### src/rtl/regbank_pkg.sv
`default_nettype none
// ============================================================================
//  Module      : regbank_pkg
//  Description : Shared defaults and sequencer state encoding for the
//                register-bank command front-end.
//  Revision    : 1.0  initial release
// ============================================================================
package regbank_pkg;

    localparam int unsigned DW_DEF = 8;
    localparam int unsigned AW_DEF = 4;

    typedef enum logic [1:0] {
        ST_IDLE    = 2'd0,
        ST_ISSUE   = 2'd1,
        ST_WAIT_RD = 2'd2,
        ST_RESP    = 2'd3
    } state_t;

endpackage
`default_nettype wire

### src/rtl/sync_fifo.sv
`default_nettype none
// ============================================================================
//  Module      : sync_fifo
//  Description : Single-clock FIFO with head-of-queue read data and an
//                extra count bit to separate full from empty.
//  Revision    : 1.0  initial release
// ============================================================================
module sync_fifo #(
    parameter int unsigned WIDTH = 13,
    parameter int unsigned DEPTH = 4
) (
    input  logic             clk,
    input  logic             rst_n,
    input  logic             push,
    input  logic [WIDTH-1:0] push_data,
    input  logic             pop,
    output logic [WIDTH-1:0] pop_data,
    output logic             full,
    output logic             empty
);

    localparam int unsigned  PW      = (DEPTH > 1) ? $clog2(DEPTH) : 1;
    localparam logic [PW:0]  c_depth = (PW+1)'(DEPTH);
    localparam logic [PW:0]  c_one   = (PW+1)'(1);
    localparam logic [PW-1:0] c_step = PW'(1);

    logic [WIDTH-1:0] r_mem [DEPTH];
    logic [PW-1:0]    r_wr_ptr;
    logic [PW-1:0]    r_rd_ptr;
    logic [PW:0]      r_count;
    logic             w_push_ok;
    logic             w_pop_ok;

    assign full      = (r_count == c_depth);
    assign empty     = (r_count == '0);
    assign pop_data  = r_mem[r_rd_ptr];
    assign w_pop_ok  = pop & ~empty;
    // A simultaneous pop frees the slot, so a push is legal even when full.
    assign w_push_ok = push & (~full | w_pop_ok);

    always_ff @(posedge clk) begin
        if (w_push_ok) begin
            r_mem[r_wr_ptr] <= push_data;
        end
    end

    always_ff @(posedge clk) begin
        if (!rst_n) begin
            r_wr_ptr <= '0;
            r_rd_ptr <= '0;
            r_count  <= '0;
        end else begin
            if (w_push_ok) begin
                r_wr_ptr <= r_wr_ptr + c_step;
            end
            if (w_pop_ok) begin
                r_rd_ptr <= r_rd_ptr + c_step;
            end
            case ({w_push_ok, w_pop_ok})
                2'b10:   r_count <= r_count + c_one;
                2'b01:   r_count <= r_count - c_one;
                default: r_count <= r_count;
            endcase
        end
    end

endmodule
`default_nettype wire

### src/rtl/regbank_cmd_sequencer.sv
`default_nettype none
// ============================================================================
//  Module      : regbank_cmd_sequencer
//  Description : Queues read/write commands and plays them one at a time
//                onto the register bank, returning read data with backpressure.
//  Revision    : 1.0  initial release
// ============================================================================
module regbank_cmd_sequencer
    import regbank_pkg::*;
#(
    parameter int unsigned DW       = DW_DEF,
    parameter int unsigned AW       = AW_DEF,
    parameter int unsigned FIFO_D   = 4,
    parameter int unsigned READ_LAT = 1
) (
    input  logic          clk,
    input  logic          rst_n,
    input  logic          cmd_valid,
    output logic          cmd_ready,
    input  logic          cmd_wr,
    input  logic [AW-1:0] cmd_addr,
    input  logic [DW-1:0] cmd_wdata,
    output logic          rsp_valid,
    input  logic          rsp_ready,
    output logic [AW-1:0] rsp_addr,
    output logic [DW-1:0] rsp_data,
    output logic          bank_rd,
    output logic          bank_wr,
    output logic [AW-1:0] bank_addr,
    output logic [DW-1:0] bank_wdata,
    input  logic [DW-1:0] bank_rdata,
    output logic          busy
);

    localparam int unsigned   FW         = DW + AW + 1;
    localparam int unsigned   LW         = $clog2(READ_LAT + 1);
    localparam logic [LW-1:0] c_lat_last = LW'(READ_LAT - 1);
    localparam logic [LW-1:0] c_lat_one  = LW'(1);

    state_t          r_state;
    state_t          w_next_state;
    logic            r_cmd_wr;
    logic [AW-1:0]   r_addr;
    logic [DW-1:0]   r_wdata;
    logic [LW-1:0]   r_lat_cnt;
    logic [AW-1:0]   r_rsp_addr;
    logic [DW-1:0]   r_rsp_data;

    logic            w_push;
    logic            w_pop;
    logic            w_capture;
    logic            w_full;
    logic            w_empty;
    logic [FW-1:0]   w_head;
    logic            w_head_wr;
    logic [AW-1:0]   w_head_addr;
    logic [DW-1:0]   w_head_data;

    // Held low through reset so nothing is accepted while rst_n is asserted.
    assign cmd_ready   = rst_n & ~w_full;
    assign w_push      = cmd_valid & cmd_ready;
    assign w_head_wr   = w_head[FW-1];
    assign w_head_addr = w_head[DW +: AW];
    assign w_head_data = w_head[DW-1:0];

    sync_fifo #(
        .WIDTH (FW),
        .DEPTH (FIFO_D)
    ) u_fifo (
        .clk       (clk),
        .rst_n     (rst_n),
        .push      (w_push),
        .push_data ({cmd_wr, cmd_addr, cmd_wdata}),
        .pop       (w_pop),
        .pop_data  (w_head),
        .full      (w_full),
        .empty     (w_empty)
    );

    always_ff @(posedge clk) begin
        if (!rst_n) begin
            r_state <= ST_IDLE;
        end else begin
            r_state <= w_next_state;
        end
    end

    always_comb begin
        w_next_state = r_state;
        w_pop        = 1'b0;
        w_capture    = 1'b0;
        bank_rd      = 1'b0;
        bank_wr      = 1'b0;
        rsp_valid    = 1'b0;
        case (r_state)
            ST_IDLE: begin
                if (!w_empty) begin
                    w_pop        = 1'b1;
                    w_next_state = ST_ISSUE;
                end
            end
            ST_ISSUE: begin
                bank_wr      = r_cmd_wr;
                bank_rd      = ~r_cmd_wr;
                w_next_state = r_cmd_wr ? ST_IDLE : ST_WAIT_RD;
            end
            ST_WAIT_RD: begin
                if (r_lat_cnt == c_lat_last) begin
                    w_capture    = 1'b1;
                    w_next_state = ST_RESP;
                end
            end
            ST_RESP: begin
                rsp_valid = 1'b1;
                if (rsp_ready) begin
                    w_next_state = ST_IDLE;
                end
            end
            default: w_next_state = ST_IDLE;
        endcase
    end

    always_ff @(posedge clk) begin
        if (!rst_n) begin
            r_cmd_wr   <= 1'b0;
            r_addr     <= '0;
            r_wdata    <= '0;
            r_lat_cnt  <= '0;
            r_rsp_addr <= '0;
            r_rsp_data <= '0;
        end else begin
            if (w_pop) begin
                r_cmd_wr <= w_head_wr;
                r_addr   <= w_head_addr;
                // Reads leave the bank data bus at its last written value.
                if (w_head_wr) begin
                    r_wdata <= w_head_data;
                end
            end
            if (r_state == ST_ISSUE) begin
                r_lat_cnt <= '0;
            end else if (r_state == ST_WAIT_RD) begin
                r_lat_cnt <= r_lat_cnt + c_lat_one;
            end
            if (w_capture) begin
                r_rsp_addr <= r_addr;
                r_rsp_data <= bank_rdata;
            end
        end
    end

    assign bank_addr  = r_addr;
    assign bank_wdata = r_wdata;
    assign rsp_addr   = r_rsp_addr;
    assign rsp_data   = r_rsp_data;
    assign busy       = ~w_empty | (r_state != ST_IDLE);

endmodule
`default_nettype wire

### config.mk
export PLATFORM = sky130hd
export DESIGN_NAME = regbank_cmd_sequencer
export DESIGN_NICKNAME = d
export VERILOG_FILES = /design/src/rtl/regbank_pkg.sv /design/src/rtl/sync_fifo.sv /design/src/rtl/regbank_cmd_sequencer.sv
export SDC_FILE = /design/constraint.sdc
export NUM_CORES = 1
export LEC_CHECK = 0
export CAP_MARGIN = 20
export CORE_MARGIN = 3
export CORE_UTILIZATION = 26
export CTS_CLUSTER_SIZE = 40
export DETAILED_ROUTE_END_ITERATION = 8
export SETUP_SLACK_MARGIN = 0.3
export SLEW_MARGIN = 20
export SYNTH_ARGS = -nofsm -noshare
export SYNTH_HDL_FRONTEND = slang
export SYNTH_SLANG_ARGS = --single-unit
### constraint.sdc
create_clock -name clk -period 3.9 [get_ports clk]
set_input_delay 0.78 -clock clk [delete_from_list [all_inputs] [get_ports clk]]
set_output_delay 0.78 -clock clk [all_outputs]
set_load 0.02 [all_outputs]
==> flow_summary_export.csv <==
group,metric,value,unit
floorplanning,dieArea,0.01460,mm2
clock_network,cts_resized,0,
global_route,grt_pass1_vias,2153,
synth,synth-edff-count,52,
power,power_frac_comb,27.8,%
hold_path,hold_path.class,"flip-flop to flip-flop",
detailed_routing,vias,2069,
sta,min_period,2.775,ns
power,p_per_area,622.7,mW/mm2
worst_setup_path,required,3.12,ns
layout,multi_input_area,0.001027,mm2
power,vdd_ir_drop_max,0.2190,mV
synth,synth_common_cells,"edfxtp_1 (52), nand2_1 (42), dfxtp_1 (37)",
layout,syn2layout_area_growth,28.43,%
clock_network,ctsHoldBuffers,0,
synth,yosys_warnings,0,
sta,worst_slew_pin_slew,0.7131,ns
clock_network,cts-root-buf,"clkbuf_16",
synth,ys_seq_elements,89,
clock_network,tritoncts,"built",
worst_setup_path,cp-start-kind,"primary input",
worst_setup_path,cpMostUsedCell,"clkdlybuf4s50_1",
power,power_leakage,1.494,nW
power,finalPower,2.742,mW
sta,rsz0062_at_grt,"false",
clock_network,cts.path.max_buffers,2,
synth,yosys-top-cells-area,"edfxtp_1 (46%), dfxtp_1 (22%), mux4_2 (7.2%)",
power,p_clk_share,28.1,%
sta,fin_crit_sh,71.17,%
sta,setup_viol,0,
layout,drive_gt1_share,11.04,%
sta,hold_ws,0.4539,ns
worst_setup_path,r2r_slack,1.55,ns
clock_network,cts_htree_levels,3,
worst_setup_path,cp_max_fo,3,
worst_setup_path,cp_data_arrival_time,2.00,ns
clock_network,numCtsBuffers,9,
placed_design,dp_slack,0.9971,ns
sta,fin_skew,0.007759,ns
detailed_routing,wirelength,6.551,mm
synth,synth_fp_nets,278,
synth,synthDistinctLibCells,33,
synth,yosysTopAreaCell,"edfxtp_1",
worst_setup_path,end_kind,"primary output",
power,p_seq_share,44.2,%
sta,tns,0,ns
synth,synth_top_area_share,45.55,%
global_route,grt_max_degree,29,
global_route,grt_use_total,9.472,%
synth,postSynthCellCount,247,
job,drv_cap,0,
layout,ff_latch_area,0.002302,mm2
sta,hold_violations,0,
floorplanning,die_w,120.8,um
sta,postLayoutSetupSlackWorst,1.125,ns
placed_design,gp_congestion,0.7219,
power,swShare,30.25,%
floorplanning,placementRows,41,
synth,syn_avg_cell_area,13.88,um2
clock_network,cts_sinks,89,
placed_design,dp_hpwl,4.459,mm
detailed_routing,ant_nets,0,
floorplanning,fp.dieH,120.8,um
clock_network,clock_latency,0.33,ns
synth,synthMostInstantiatedCell,"edfxtp_1",
detailed_routing,wire_per_inst,13.65,um
sta,relSlewSlack,52.46,%
worst_setup_path,cp_slowest_cell,"clkdlybuf4s50_1",
detailed_routing,drtIter0Drc,171,
sta,drv_slew,0,
sta,timing.fmax,360.3,MHz
synth,synth-async-reset-ratio,0,%
clock_network,clk_pin_slew,0.06,ns
detailed_routing,dr.pass1.iters,4,
placed_design,numPortBuffers,53,
worst_setup_path,critPathKind,"primary input to primary output",
layout,diodes,0,
power,intPower,1.912,mW
floorplanning,core_area,0.01277,mm2
layout,nFillCells,1231,
layout,layout.nets,334,
global_route,grt_pass1_wl,10.74,mm
floorplanning,start_util,26.84,%
worst_setup_path,worstPathCellList,"clkdlybuf4s50_1 > and2_1 > clkdlybuf4s50_1",
floorplanning,ios,54,
synth,synth-seq-area-share,67.15,%
detailed_routing,drc,0,
synth,synth_area,0.003428,mm2
power,switchingPower,829.4,uW
worst_setup_path,slowest_delay,0.59,ns
global_route,grt-ovfl-total,0,
outcome,status,"complete, no violations",
global_route,antenna_found_initial,0,
detailed_routing,via_per_inst,4.310,
clock_network,cts_setup_buffers,0,
synth,ys.flop_type,"edfxtp_1",
[final timing paths]
kind / cells after the start / to / startpoint
worst min-delay path: 2 / rsp_addr[1]$_SDFFE_PN0P_ / rsp_addr[1]$_SDFFE_PN0P_
worst max-delay path: 3 / cmd_ready / rst_n
worst max register to register: 8 / u_fifo.r_count[2]$_SDFFE_PN0P_ / u_fifo.r_count[0]$_SDFFE_PN0P_
worst min register to register: 2 / rsp_addr[1]$_SDFFE_PN0P_ / rsp_addr[1]$_SDFFE_PN0P_
[cell type report]
cell class / count / share of cell area [%]
Clock inverter: 7 / 1.051
Clock buffer: 9 / 5.115
Inverter: 7 / 0.5968
Timing Repair Buffer: 57 / 12.73
Multi-Input combinational cell: 139 / 23.33
Sequential cell: 89 / 52.29
Tap cell: 172 / 4.888
[cell usage in the layout (no fill, tap or decap), types with 2 or more instances in the layout]
cell	Yosys	final
clkdlybuf4s50_1	0	53
edfxtp_1	52	52
nand2_1	42	42
dfxtp_1	37	37
a21oi_1	24	24
mux4_2	11	11
o21ai_0	9	9
mux2i_1	9	9
clkbuf_16	0	9
inv_1	6	6
and2_1	6	6
nand3_1	6	6
nor2_1	5	5
ha_1	5	5
buf_4	0	4
or3_1	2	2
nor3b_1	2	2
or3b_2	2	2
mux4_1	2	2
o31ai_1	2	2
nand4_1	2	2
clkinv_1	0	2
clkinv_4	0	2
[critical path: cells and delay by family]
family | cells | cell delay [ns]
simple gates | 1 | 0.13
buf+inv | 2 | 1.09
[logic make-up after synthesis]
kind of cell	Yosys count	share of synthesized area, %
adders and majority gates	6	2.409
AOI/OAI and AO/OA	37	5.730
and+or+nand+nor	72	9.927
DFF	89	67.15
xor gates and xnor gates	2	0.5110
buffers and inverters	19	2.883
muxes	22	11.39
[sequential cells by signal, indices dropped and copies added (netlist names), named ones only]
name             cells
u_fifo.r_rd_ptr      2
r_cmd_wr             1
u_fifo.r_count       3
r_lat_cnt            1
r_state              1
u_fifo.r_mem        52
rsp_data             8
u_fifo.r_wr_ptr      2
rsp_addr             4
bank_wdata           8
bank_addr            4
[metal layers]
metal	vias up	share of wire (%)	global-route usage, %
met4	0	1.5	4.178
met2	38	49	15.11
met3	10	3.5	2.339
li1	1014	-	-
met1	1007	46	12.20
met5	-	0	0
[stage by stage]
step / utilization [%] / cells / instance area, um2
after CTS: 34.47 / 480 / 4403
after global routing: 34.47 / 480 / 4403
after global placement: 32.34 / 464 / 4131
final: 34.47 / 480 / 4403
after floorplan: - / 247 / 3428
after detailed placement: 32.34 / 464 / 4131
[power groups by stage]
stage                     clock (mW)  combinational, mW  sequential, mW
after detailed placement           0              0.774            1.23
after floorplan                    0              0.429            1.28
after global placement             0              0.761            1.23
final                          0.769              0.762            1.21
after CTS                      0.793              0.777            1.21
after global routing           0.832              0.839            1.23
(Power assumes the default switching activity.)
